**src/rtl/core_pkg.sv**
```systemverilog
// Shared core definitions: reset PC and the fetch-queue entry layout.
// Widths here must match the BUS_WIDTH/INSTR_WIDTH the fetch queue is built with.
package core_pkg;
  localparam int XLEN = 64;
  localparam int ILEN = 32;

  localparam logic [XLEN-1:0] RESET_PC = '0;

  typedef struct packed {
    logic [XLEN-1:0] pc;
    logic [ILEN-1:0] instr;
  } fq_entry_t;
endpackage

```
**src/rtl/fetch_fifo.sv**
```systemverilog
// Generic FIFO with wrap-bit pointers; head visible combinationally, push/pop take effect at the edge.
// A push into a full FIFO or a pop from an empty one is ignored; flush empties it synchronously.
module fetch_fifo #(
  parameter int WIDTH = 96,
  parameter int DEPTH = 4
) (
  input  logic                     clk,
  input  logic                     rst_n,
  input  logic                     flush,
  input  logic                     push,
  input  logic [WIDTH-1:0]         push_dat,
  input  logic                     pop,
  output logic [WIDTH-1:0]         head_dat,
  output logic                     empty,
  output logic [$clog2(DEPTH):0]   count
);
  localparam int AW = $clog2(DEPTH);

  logic [WIDTH-1:0] mem [DEPTH];
  logic [AW:0]      wr_ptr;
  logic [AW:0]      rd_ptr;
  logic             full;
  logic             do_push;
  logic             do_pop;

  // Same index with differing wrap bits means every slot is in use.
  assign empty   = (wr_ptr == rd_ptr);
  assign full    = (wr_ptr[AW] != rd_ptr[AW]) && (wr_ptr[AW-1:0] == rd_ptr[AW-1:0]);
  assign count   = wr_ptr - rd_ptr;
  assign do_push = push && !full;
  assign do_pop  = pop && !empty;

  always_ff @(posedge clk or negedge rst_n) begin
    if (!rst_n) begin
      wr_ptr <= '0;
      rd_ptr <= '0;
    end else if (flush) begin
      wr_ptr <= '0;
      rd_ptr <= '0;
    end else begin
      if (do_push) wr_ptr <= wr_ptr + 1'b1;
      if (do_pop)  rd_ptr <= rd_ptr + 1'b1;
    end
  end

  always_ff @(posedge clk) begin
    if (do_push) mem[wr_ptr[AW-1:0]] <= push_dat;
  end

  assign head_dat = mem[rd_ptr[AW-1:0]];
endmodule

```
**src/rtl/if_fetch_queue.sv**
```systemverilog
// Instruction fetch: one read per cycle into a FQ_DEPTH queue, 2-cycle fetch-to-valid, stalls on credits.
// Optional IF_PERF_CNT_EN adds saturating pop and decode-starved-cycle counters.
module if_fetch_queue
  import core_pkg::*;
#(
  parameter int BUS_WIDTH     = XLEN,
  parameter int INSTR_WIDTH   = ILEN,
  parameter int INSTR_MEM_LEN = 15,
  parameter int FQ_DEPTH      = 4
) (
  input  logic                     clk,
  input  logic                     rst_n,
  input  logic                     redirect,
  input  logic [BUS_WIDTH-1:0]     redirect_pc,
  output logic                     imem_en,
  output logic [INSTR_MEM_LEN-1:0] imem_addr,
  input  logic [INSTR_WIDTH-1:0]   imem_rdata,
  output logic                     out_valid,
  input  logic                     out_ready,
  output logic [BUS_WIDTH-1:0]     out_pc,
  output logic [INSTR_WIDTH-1:0]   out_instr
`ifdef IF_PERF_CNT_EN
  ,
  output logic [31:0]              perf_fetched,
  output logic [31:0]              perf_stall_cycles
`endif
);
  localparam int CW = $clog2(FQ_DEPTH);
  localparam logic [CW+1:0] DEPTH_LIM = (CW+2)'(FQ_DEPTH);

  logic [BUS_WIDTH-1:0] fetch_pc;
  logic [BUS_WIDTH-1:0] inflight_pc;
  logic                 inflight;
  logic [CW:0]          occupancy;
  logic [CW+1:0]        pending;
  logic                 fetch_go;
  logic                 push;
  logic                 pop;
  logic                 fifo_empty;
  fq_entry_t            push_dat;
  fq_entry_t            head;
  logic                 unused_lsbs;

  assign unused_lsbs = ^redirect_pc[1:0];

  // Count the in-flight read as a reserved slot so the queue can never overflow.
  assign pending   = {1'b0, occupancy} + {{(CW+1){1'b0}}, inflight};
  assign fetch_go  = rst_n && !redirect && (pending < DEPTH_LIM);
  assign imem_en   = fetch_go;
  assign imem_addr = fetch_pc[INSTR_MEM_LEN+1:2];

  assign push = inflight && !redirect;
  assign pop  = out_valid && out_ready && !redirect;

  always_ff @(posedge clk or negedge rst_n) begin
    if (!rst_n) begin
      fetch_pc    <= BUS_WIDTH'(RESET_PC);
      inflight_pc <= '0;
      inflight    <= 1'b0;
    end else if (redirect) begin
      fetch_pc <= {redirect_pc[BUS_WIDTH-1:2], 2'b00};
      inflight <= 1'b0;
    end else begin
      inflight <= fetch_go;
      if (fetch_go) begin
        inflight_pc <= fetch_pc;
        fetch_pc    <= fetch_pc + BUS_WIDTH'(4);
      end
    end
  end

  assign push_dat.pc    = inflight_pc;
  assign push_dat.instr = imem_rdata;

  fetch_fifo #(
    .WIDTH ($bits(fq_entry_t)),
    .DEPTH (FQ_DEPTH)
  ) u_fetch_fifo (
    .clk      (clk),
    .rst_n    (rst_n),
    .flush    (redirect),
    .push     (push),
    .push_dat (push_dat),
    .pop      (pop),
    .head_dat (head),
    .empty    (fifo_empty),
    .count    (occupancy)
  );

  // Storage is not reset, so mask the head while the queue is empty.
  assign out_valid = !fifo_empty;
  assign out_pc    = out_valid ? head.pc    : '0;
  assign out_instr = out_valid ? head.instr : '0;

`ifdef IF_PERF_CNT_EN
  always_ff @(posedge clk or negedge rst_n) begin
    if (!rst_n) begin
      perf_fetched      <= '0;
      perf_stall_cycles <= '0;
    end else begin
      if (pop && (perf_fetched != '1))
        perf_fetched <= perf_fetched + 32'd1;
      if (out_ready && !out_valid && (perf_stall_cycles != '1))
        perf_stall_cycles <= perf_stall_cycles + 32'd1;
    end
  end
`endif
endmodule
```
**config.mk**
```make
export PLATFORM = sky130hd
export DESIGN_NAME = if_fetch_queue
export DESIGN_NICKNAME = d
export VERILOG_FILES = /design/src/rtl/core_pkg.sv /design/src/rtl/fetch_fifo.sv /design/src/rtl/if_fetch_queue.sv
export SDC_FILE = /design/constraint.sdc
export NUM_CORES = 1
export LEC_CHECK = 0
export BUFFER_PORTS_ARGS = -buffer_cell sky130_fd_sc_hd__buf_4
export CAP_MARGIN = 20
export CORE_MARGIN = 1
export CORE_UTILIZATION = 35
export CTS_CLUSTER_DIAMETER = 100
export DETAILED_ROUTE_END_ITERATION = 10
export GPL_ROUTABILITY_DRIVEN = 0
export PLACE_DENSITY = 0.64
export RECOVER_POWER = 25
export SLEW_MARGIN = 20
export SYNTH_ARGS = -nofsm -noshare
export SYNTH_HDL_FRONTEND = slang
export SYNTH_SLANG_ARGS = --single-unit
```
**constraint.sdc**
```tcl
create_clock -name clk -period 10.5 [get_ports clk]
set_clock_uncertainty 0.05 [all_clocks]
set_input_delay 0 -clock clk [delete_from_list [all_inputs] [get_ports clk]]
set_output_delay 0 -clock clk [all_outputs]
set_load 0.005 [all_outputs]
```
==> results.py, run 1 <==
metrics = {
    "floorplanning": {
        "coreArea_mm2": 0.0581,
        "ios": 213,
        "die_h_um": 245,
        "die-area_mm2": 0.0602,
        "rows": 88,
        "die_w_um": 245,
        "initial_utilization_pct": 35.6,
    },
    "yosys": {
        "ys_ff_latch": 507,
        "synth_ff_type": "edfxtp_1",
        "syn_inst": 1357,
        "synth_edf_count": 376,
        "yosys_warnings": 0,
        "synth_cell_types": 50,
        "synth_area_mm2": 0.0207,
        "synth_seq_area_share_pct": 70.3,
        "async_reset_ff_share_pct": 25.8,
        "syn_area_per_cell_um2": 15.3,
    },
    "global_route": {
        "antenna_found_initial": 2,
        "overflow": 0,
        "grt_max_degree": 88,
        "track_usage_pct": 16.4,
        "grt_pass1_vias": 12781,
        "grt_pass1_wl_um": 74700,
    },
    "setup_path": {
        "r2r_start": "u_fetch_fifo.rd_ptr[0]$_DFFE_PN0P_",
        "worst-setup-path-type": "flip-flop to output port",
        "rrSetupSlack_ns": 6.55,
        "endpoint_kind": "output port",
        "cp_max_fo": 56,
        "crit_buf_inv": 2,
        "worstSetupStartpointType": "flip-flop",
        "r2r_cells": 8,
        "crit_family": "buffers and inverters",
        "max_stage_delay_ns": 0.82,
        "path_cells": "ha_1, fa_1, or3b_2, and3_1, nand2_2, clkinv_2, buf_4",
        "cp.arrival_ns": 4.29,
        "r2r-end": "fetch_pc[63]$_DFFE_PN0P_",
        "slowest_stage": "dfrtp_4",
        "crit_required_ns": 10.45,
    },
    "clock_tree": {
        "cts_root_buffer": "clkbuf_16",
        "cts_buffer_depth": 3,
        "cts_tree": "built",
        "post_cts_buffers": 0,
        "clock_latency_ns": 0.59,
        "post_cts_resized": 0,
        "h-tree-depth": 2,
        "cts.clk_slew.worst_paths_ns": 0.06,
        "cts_buffers": 51,
        "cts_sinks": 507,
    },
    "timing": {
        "relSlewSlack_pct": 33.6,
        "hold_viol": 0,
        "period_share_pct": 41.3,
        "fmax_mhz": 230,
        "setup-violations-final": 0,
        "tightest_slew_ns": 0.996,
        "slew_violations": 0,
        "setup_tns_ns": 0,
        "min_period_ns": 4.34,
        "setup_ws_ns": 6.16,
        "hold_slack_ns": 0.110,
        "rsz0062_at_grt": "no",
    },
    "hold_path": {
        "min_to": "fetch_pc[11]$_DFFE_PN0P_",
        "min_from": "redirect_pc[11]",
        "min_path_cells": 4,
        "hold_path.class": "input port to flip-flop",
    },
    "cells_and_area": {
        "syn2layout_area_growth_pct": 24.6,
        "drive_above_1_share_pct": 22.5,
        "final_cell_mix": "edfxtp_1 (376), nand2_1 (232), buf_4 (189)",
        "final_cell_count_no_fill": 2472,
        "fin_nets": 1771,
        "design_area_mm2": 0.0258,
        "final_common_cell": "edfxtp_1",
    },
    "route": {
        "drt_iter0_markers": 730,
        "routed_via_density": 4.96,
        "postRouteAntennaNets": 0,
        "wl_um": 49100,
        "first_pass_iters": 5,
        "drc": 0,
        "post_drt_wl_per_cell_um": 19.8,
        "dr_total_vias": 12262,
    },
    "placed_design": {
        "io_buffers": 208,
        "placed_area_mm2": 0.0230,
        "place_inst": 2258,
        "place_ws_ns": 6.51,
        "dp.final_hpwl_um": 29000,
    },
    "power_and_ir_drop": {
        "pwr_density_cell_mw_per_mm2": 214,
        "ir_worst_vdd_mv": 0.103,
        "power_leakage_nw": 9.30,
    },
    "status": {
        "status": "complete, no violations",
    },
    "run": {
        "drv_cap": 0,
    },
}
==> worst reg2reg max path: cells and delay by family (launching register included) <==
family | cells | cell delay (ns)
flip-flops | 1 | 0.72
adder cells (fa/ha/maj) | 2 | 0.82
buffers and inverters | 1 | 0.54
AND/OR/NAND/NOR | 5 | 1.77
==> what timing repair did <==
item | CTS | global route
hold endpoints to repair | 260 | 0
setup endpoints to repair | 0 | 0
hold buffers | 116 | 0
==> layout make-up <==
class                   instances  area [um2]
diodes                          2        5.00
clock buffers                  68        1400
clock inverters                28         367
fillers                      5110       32300
inverters                      15        57.6
multi-input cells             749        5720
flip-flops and latches        507       14600
well taps                     765         957
repair buffers                338        2730
==> state kept, by name, summed over array words and instances (netlist names) <==
name	count
inflight	1
fetch_pc	62
inflight_pc	62
u_fetch_fifo.wr_ptr	3
u_fetch_fifo.rd_ptr	3
u_fetch_fifo.mem	376
==> cell usage after synthesis (2+ instances only) <==
cell type | n | area [um2]
buf_1 | 4 | 15.0
or4_1 | 5 | 37.5
edfxtp_1 | 376 | 11300
inv_1 | 14 | 52.6
clkbuf_1 | 54 | 203
o31a_1 | 3 | 26.3
and4_1 | 10 | 87.6
buf_2 | 12 | 60.1
nand2_1 | 233 | 875
a31oi_1 | 25 | 156
dfrtp_1 | 131 | 3280
nand4b_1 | 3 | 26.3
and3_1 | 10 | 62.6
mux2i_1 | 2 | 20.0
a21oi_1 | 2 | 10.0
nor4_1 | 13 | 81.3
o21ai_0 | 58 | 290
xnor2_1 | 29 | 254
ha_1 | 8 | 100
nand3_1 | 19 | 95.1
nor3_1 | 21 | 105
buf_4 | 17 | 128
nand4_1 | 24 | 150
mux4_2 | 94 | 2120
nand2b_1 | 3 | 18.8
xor2_1 | 8 | 70.1
o31ai_1 | 5 | 37.5
and2_1 | 99 | 619
nor2_1 | 39 | 146
or3_1 | 16 | 100
==> per-layer routing <==
layer	vias up	GRT usage (%)	part of all wire (%)
li1	5670	-	-
met1	6198	20.7	42
met2	316	28.2	50
met3	78	3.31	5.4
met4	0	5.20	2.6
met5	-	0	0
==> worst max-delay path by stage <==
stage,from,end,cells past startpoint
finish,u_fetch_fifo.rd_ptr[0]$_DFFE_PN0P_,imem_en,7
global route,u_fetch_fifo.rd_ptr[0]$_DFFE_PN0P_,imem_en,7
CTS,u_fetch_fifo.rd_ptr[0]$_DFFE_PN0P_,out_pc[41],5
detailed placement,u_fetch_fifo.rd_ptr[1]$_DFFE_PN0P_,u_fetch_fifo.mem[1][89]$_DFFE_PP_,7
global placement,u_fetch_fifo.rd_ptr[1]$_DFFE_PN0P_,u_fetch_fifo.mem[1][84]$_DFFE_PP_,7
floorplan,u_fetch_fifo.rd_ptr[1]$_DFFE_PN0P_,u_fetch_fifo.mem[3][0]$_DFFE_PP_,8
==> power by group <==
part / switching (mW) / internal (mW)
clock network: 0.757 / 1.14
registers: 0.188 / 2.41
logic: 0.497 / 0.529
==> cell families (layout without fill, tap and decap cells) <==
group | after synthesis | after routing | share of synthesized area [%]
DFF | 507 | 507 | 70.3
adders and majority gates | 9 | 9 | 0.580
muxes | 96 | 96 | 10.3
xor gates and xnor gates | 38 | 38 | 1.68
and+or+nand+nor | 505 | 505 | 12.1
AOI/OAI and AO/OA | 99 | 99 | 2.73
other | 1 | 4 | 0.0181
buffers and inverters | 102 | 449 | 2.23
==> through the flow <==
step                      util (%)  power, mW
after floorplan                  -       3.14
after global placement        39.5       3.63
after detailed placement      39.5       3.66
after CTS                     44.6       5.61
after global routing          44.4       5.77
final                         44.4       5.52
Note: power is estimated with default switching activity, not from simulation.
==> inputs of run 2 (changes only) <==
--- a/config.mk
+++ b/config.mk
@@ -12,7 +12,7 @@
 export CTS_CLUSTER_DIAMETER = 100
 export DETAILED_ROUTE_END_ITERATION = 10
 export GPL_ROUTABILITY_DRIVEN = 0
-export PLACE_DENSITY = 0.64
+export PLACE_DENSITY = 0.66
 export RECOVER_POWER = 25
 export SLEW_MARGIN = 20
 export SYNTH_ARGS = -nofsm -noshare
==> constraint.sdc (replaced) <==
create_clock -name clk -period 3.7 [get_ports clk]
set_clock_uncertainty 0.05 [all_clocks]
set_input_delay 0 -clock clk [delete_from_list [all_inputs] [get_ports clk]]
set_output_delay 0 -clock clk [all_outputs]
set_load 0.005 [all_outputs]
==> run 2 against run 1 <==
  * The run now ends with capacitance limit, slew limit left
  * Global-route usage decreased by 0.12 points
  * Sequential share of layout area is 0.20 points higher
  * Design area down 0.35%
  * Non-clock buffer count is 8 lower
  * Core utilization down 0.16 points
  * First-iteration DRC count increased by 10%
  * Combinational power increased to 2.9 times the previous value
  * Power rose to 2.8 times the previous value
  * Sequential cell count did not move
  * Count of clock-buffer cells in the layout shrank 1
  * Register-to-register slack got worse by 6.1 ns
  * Sequential power grew to 2.8 times the previous value
  * Critical path type unchanged
  * Critical endpoint unchanged
  * Largest cell class unchanged
==> results.py, run 2 (synthesized netlist as in run 1, its figures left out) <==
metrics = {
    "placed_design": {
        "place_ws_ns": 0.473,
        "io_buffers": 208,
        "place_inst": 2267,
        "dp.final_hpwl_um": 29500,
    },
    "global_route": {
        "grt_pass1_vias": 12549,
        "track_usage_pct": 16.3,
        "grt_max_degree": 97,
        "grt_pass1_wl_um": 74300,
        "overflow": 0,
        "antenna_found_initial": 0,
    },
    "power_and_ir_drop": {
        "ir_worst_vdd_mv": 0.384,
        "pwr_density_cell_mw_per_mm2": 600,
        "p_total_mw": 15.4,
        "power_leakage_nw": 9.27,
    },
    "timing": {
        "rsz0062_at_grt": "no",
        "hold_slack_ns": 0.107,
        "period_share_pct": 89.9,
        "setup-violations-final": 0,
        "relSlewSlack_pct": -14.2,
        "slew_violations": 29,
        "fmax_mhz": 301,
        "tightest_slew_ns": 1.71,
        "min_period_ns": 3.33,
        "setup_ws_ns": 0.374,
        "setup_tns_ns": 0,
        "hold_viol": 0,
    },
    "route": {
        "drt_iter0_markers": 806,
        "postRouteAntennaNets": 0,
        "post_drt_wl_per_cell_um": 19.8,
        "drc": 0,
        "routed_via_density": 4.96,
        "wl_um": 48800,
        "dr_total_vias": 12193,
        "first_pass_iters": 5,
    },
    "floorplanning": {
        "initial_utilization_pct": 35.6,
        "ios": 213,
        "coreArea_mm2": 0.0581,
        "die_h_um": 245,
        "rows": 88,
        "die_w_um": 245,
        "die-area_mm2": 0.0602,
    },
    "cells_and_area": {
        "final_common_cell": "edfxtp_1",
        "final_cell_count_no_fill": 2459,
        "multi_input_area_mm2": 0.00575,
        "seqCellArea_mm2": 0.0146,
        "final_cell_mix": "edfxtp_1 (376), nand2_1 (231), buf_4 (190)",
        "fillers": 5162,
        "drive_above_1_share_pct": 23.3,
        "largest_reg_flops": 376,
        "fin_nets": 1762,
        "syn2layout_area_growth_pct": 24.1,
        "diodes": 0,
    },
    "clock_tree": {
        "clock_latency_ns": 0.59,
        "cts.clk_slew.worst_paths_ns": 0.07,
        "cts_buffers": 50,
        "h-tree-depth": 2,
        "cts_root_buffer": "clkbuf_16",
        "cts_buffer_depth": 3,
        "post_cts_buffers": 0,
        "cts_sinks": 507,
        "cts_tree": "built",
    },
    "status": {
        "status": "finished, violations left",
        "violations": "capacitance limit, slew limit",
    },
    "setup_path": {
        "r2r_cells": 7,
        "worstSetupStartpointType": "flip-flop",
        "slowest_stage": "inv_4",
        "endpoint_kind": "output port",
        "crit_buf_inv": 2,
        "max_stage_delay_ns": 0.52,
        "crit_required_ns": 3.65,
        "path_cells": "ha_1, fa_1, xnor3_2, and3_1, nand2_2, inv_4, buf_4",
        "rrSetupSlack_ns": 0.44,
        "cp.arrival_ns": 3.28,
        "cp_max_fo": 56,
        "crit_family": "buffers and inverters",
        "r2r_start": "u_fetch_fifo.rd_ptr[0]$_DFFE_PN0P_",
        "worst-setup-path-type": "flip-flop to output port",
        "r2r-end": "fetch_pc[52]$_DFFE_PN0P_",
    },
    "run": {
        "drv_cap": 1,
    },
    "hold_path": {
        "min_from": "redirect_pc[16]",
        "hold_path.class": "input port to flip-flop",
        "min_to": "fetch_pc[16]$_DFFE_PN0P_",
        "min_path_cells": 4,
    },
}
-- run 2: area by class of cell --
| class | instances | area share, % |
|---|---|---|
| timing repair buffer | 330 | 10.5 |
| clock inverter | 26 | 1.02 |
| sequential | 507 | 56.7 |
| multi-input combinational | 749 | 22.4 |
| clock buffer | 67 | 5.52 |
| tap | 765 | 3.72 |
| inverter | 15 | 0.229 |
-- run 2: power by group --
part           internal (mW)  switching [mW]  total, mW
Sequential              6.83           0.455       7.29
Combinational           1.51            1.49       3.00
Clock                   2.99            2.17       5.15
Total                   11.3            4.12       15.4
-- run 2: how the worst max path moves through the flow --
stage | cells past startpoint | to | slack, ns | startpoint
after detailed placement | 7 | fetch_pc[52]$_DFFE_PN0P_ | 0.47 | u_fetch_fifo.rd_ptr[0]$_DFFE_PN0P_
final | 7 | imem_en | 0.37 | u_fetch_fifo.rd_ptr[0]$_DFFE_PN0P_
after floorplan | 8 | u_fetch_fifo.mem[3][0]$_DFFE_PP_ | -0.28 | u_fetch_fifo.rd_ptr[1]$_DFFE_PN0P_
after global placement | 7 | fetch_pc[53]$_DFFE_PN0P_ | 0.55 | u_fetch_fifo.rd_ptr[0]$_DFFE_PN0P_
after global routing | 8 | imem_en | 0.17 | u_fetch_fifo.wr_ptr[0]$_DFFE_PN0P_
after CTS | 7 | imem_en | 0.29 | u_fetch_fifo.rd_ptr[0]$_DFFE_PN0P_
-- run 2: metrics by stage --
stage	area, um2	utilization, %
after floorplan	20800	-
after global placement	23200	39.9
after detailed placement	23200	39.9
after CTS	25900	44.5
after global routing	25700	44.2
final	25700	44.2
-- run 2: worst reg2reg max path, stage by stage (launching register included) --
cell and delay [ns]:
dfrtp_4 0.49, ha_1 0.22, fa_1 0.37, xnor3_2 0.29, nand3_4 0.22, or4_4 0.77, or4_1 0.58, a31oi_1 0.19
-- run 2: per-layer routing --
metal	share of wire [%]	global-route usage [%]	routed length, um	vias to the layer above
met5	0	0	0	-
met4	2.3	4.89	1150	0
met3	5.1	3.25	2470	73
met2	48	26.8	23700	296
met1	44	21.7	21500	6184
li1	-	-	-	5640
-- run 2: what timing repair did --
item / in CTS / in global routing
resized for setup: 1 / 0
hold buffers: 99 / 0
hold endpoints to repair: 327 / 0
setup endpoints to repair: 1 / 0
==> inputs of run 3 (changes only) <==
--- a/config.mk
+++ b/config.mk
@@ -9,6 +9,7 @@
 export CAP_MARGIN = 20
 export CORE_MARGIN = 1
 export CORE_UTILIZATION = 35
+export CTS_BUF_LIST = sky130_fd_sc_hd__clkbuf_8
 export CTS_CLUSTER_DIAMETER = 100
 export DETAILED_ROUTE_END_ITERATION = 10
 export GPL_ROUTABILITY_DRIVEN = 0
==> run 3 against run 2 <==
  * The flow still finishes with violations (capacitance limit, slew limit)
  * Core utilization grew 0.38 points
  * Critical path depth increased by 1
  * Register-to-register slack worse by 0.31 ns
  * Via count grew 3.5%
  * Power down 4.2%
  * Routed wire length grew 1.9%
  * Sequential share of layout area down 0.49 points
  * Count of clock-buffer cells in the layout up 22
  * First-iteration DRC count shrank 9.4%
  * Design area grew 0.87%
  * Critical path type is now flip-flop to flip-flop
  * Largest power group unchanged
  * Highest routed layer unchanged
==> results.py, run 3 (synthesized netlist as in run 1, its figures left out) <==
metrics = {
    "status": {
        "status": "finished, violations left",
        "violations": "capacitance limit, slew limit",
    },
    "cells_and_area": {
        "largest_reg_flops": 376,
        "final_cell_mix": "edfxtp_1 (376), nand2_1 (231), buf_4 (201)",
        "final_common_cell": "edfxtp_1",
        "syn2layout_area_growth_pct": 25.2,
        "final_cell_count_no_fill": 2549,
        "final_util_pct": 44.6,
        "drive_above_1_share_pct": 24.2,
        "fin_nets": 1828,
    },
    "global_route": {
        "grt_pass1_wl_um": 75600,
        "grt_max_degree": 97,
        "grt_pass1_vias": 13058,
        "overflow": 0,
        "antenna_found_initial": 0,
        "track_usage_pct": 16.6,
    },
    "setup_path": {
        "endpoint_kind": "flip-flop",
        "crit_required_ns": 4.19,
        "max_stage_delay_ns": 0.65,
        "cp_max_fo": 17,
        "slowest_stage": "or4_4",
        "path_cells": "ha_1, fa_1, or3b_2, nand3_4, or4_4, o41ai_1, a31oi_1, dlygate4sd3_1",
        "worst-setup-path-type": "flip-flop to flip-flop",
        "cp.arrival_ns": 4.06,
        "worstSetupStartpointType": "flip-flop",
    },
    "clock_tree": {
        "cts.clk_slew.worst_paths_ns": 0.06,
        "h-tree-depth": 3,
        "cts_sinks": 507,
        "cts_tree": "built",
        "cts_buffer_depth": 3,
        "cts_buffers": 82,
        "clock_latency_ns": 0.66,
        "cts_root_buffer": "clkbuf_8",
    },
    "power_and_ir_drop": {
        "p_int_mw": 10.7,
        "p_total_mw": 14.8,
        "power_leakage_nw": 9.52,
        "switchingPower_mw": 4.12,
        "pwr-share-clk_pct": 30.0,
        "combPwrFrac_pct": 20.7,
        "ir_worst_vdd_mv": 0.424,
        "pwr_density_cell_mw_per_mm2": 570,
        "p_sw_share_pct": 27.8,
        "pwr-share-seq_pct": 49.3,
    },
    "timing": {
        "rsz0062_at_grt": "no",
        "relSlewSlack_pct": -10.1,
        "slew_violations": 29,
        "period_share_pct": 96.5,
        "hold_slack_ns": 0.0570,
        "setup-violations-final": 0,
        "tightest_slew_ns": 1.65,
        "setup_ws_ns": 0.130,
        "min_period_ns": 3.57,
        "hold_viol": 0,
        "fmax_mhz": 280,
    },
    "floorplanning": {
        "coreArea_mm2": 0.0581,
        "die_w_um": 245,
        "ios": 213,
        "rows": 88,
        "die-area_mm2": 0.0602,
        "initial_utilization_pct": 35.6,
        "die_h_um": 245,
    },
    "route": {
        "wl_um": 49700,
        "drt_iter0_markers": 730,
        "post_drt_wl_per_cell_um": 19.5,
        "routed_via_density": 4.95,
        "postRouteAntennaNets": 0,
        "first_pass_iters": 5,
        "drc": 0,
        "dr_total_vias": 12614,
    },
    "placed_design": {
        "dp.final_hpwl_um": 29500,
        "place_inst": 2267,
        "io_buffers": 208,
        "place_ws_ns": 0.473,
    },
    "run": {
        "drv_cap": 1,
    },
    "hold_path": {
        "hold_path.class": "input port to flip-flop",
    },
}
==> run 3: cell types whose count changed in the layout (fill, tap and decap cells not counted), moves of 9 or more <==
cell / delta
clkinv_1: +9
buf_4: +11
clkbuf_1: -22
clkbuf_16: -53
clkbuf_8: +85
inv_1: +32
dlygate4sd3_1: +33
==> run 3: routing by layer <==
metal / global-route usage, % / wire (um)
met5: 0 / 0
met1: 21.8 / 21600
met3: 3.23 / 2620
met2: 27.1 / 24100
met4: 6.69 / 1440
==> run 3: worst max-delay path, delay by kind of cell, from the launching register on <==
kind	cells	cell delay, ns
AND/OR/NAND/NOR	3	1.09
adder cells (fa/ha/maj)	2	0.68
buffers and inverters	1	0.60
AO/OA/AOI/OAI	2	0.55
flip-flops	1	0.49
==> run 3: power by group through the flow <==
stage / sequential [mW] / combinational (mW) / clock [mW]
final: 7.29 / 3.06 / 4.44
after global routing: 7.36 / 3.35 / 4.82
after CTS: 7.30 / 3.16 / 4.59
after detailed placement: 7.40 / 3.02 / 0
after global placement: 7.35 / 2.99 / 0
after floorplan: 7.22 / 1.70 / 0
==> run 3: what timing repair did <==
action                     4_1_cts  5_1_grt
hold endpoints to repair       370        0
hold buffers                   132        0
gates cloned                     0        1
gates resized for setup          1        1
setup endpoints to repair        1        2
buffers inserted                 0        0
pin swaps                        0        4
==> run 3: area by class of cell <==
type / instances / area [um2]
sequential: 507 / 14600
fill: 5179 / 32200
inverter: 15 / 58.8
antenna: 1 / 2.50
clock buffer: 89 / 1220
tap: 765 / 957
clock inverter: 59 / 289
timing repair buffer: 363 / 3070
multi-input combinational: 750 / 5760
==> run 3: per-stage QoR <==
stage,TNS (ns),cell area (um2)
CTS,0,26000
detailed placement,0,23200
floorplan,-26.70,20800
global route,0,25900
global placement,0,23200
finish,0,25900
==> run 3: worst paths after layout <==
kind / start / endpoint / slack (ns) / cells after the start
setup / recovery: u_fetch_fifo.rd_ptr[0]$_DFFE_PN0P_ / fetch_pc[42]$_DFFE_PN0P_ / 0.13 / 8
hold / removal: redirect_pc[14] / fetch_pc[14]$_DFFE_PN0P_ / 0.06 / 4
setup reg to reg: u_fetch_fifo.rd_ptr[0]$_DFFE_PN0P_ / fetch_pc[42]$_DFFE_PN0P_ / 0.13 / 8
hold reg to reg: inflight_pc[14]$_DFFE_PN0P_ / u_fetch_fifo.mem[0][46]$_DFFE_PP_ / 0.46 / 0
max in group asynchronous: rst_n / u_fetch_fifo.rd_ptr[1]$_DFFE_PN0P_ / 1.43 / 4
min in group asynchronous: rst_n / inflight_pc[20]$_DFFE_PN0P_ / 0.53 / 4
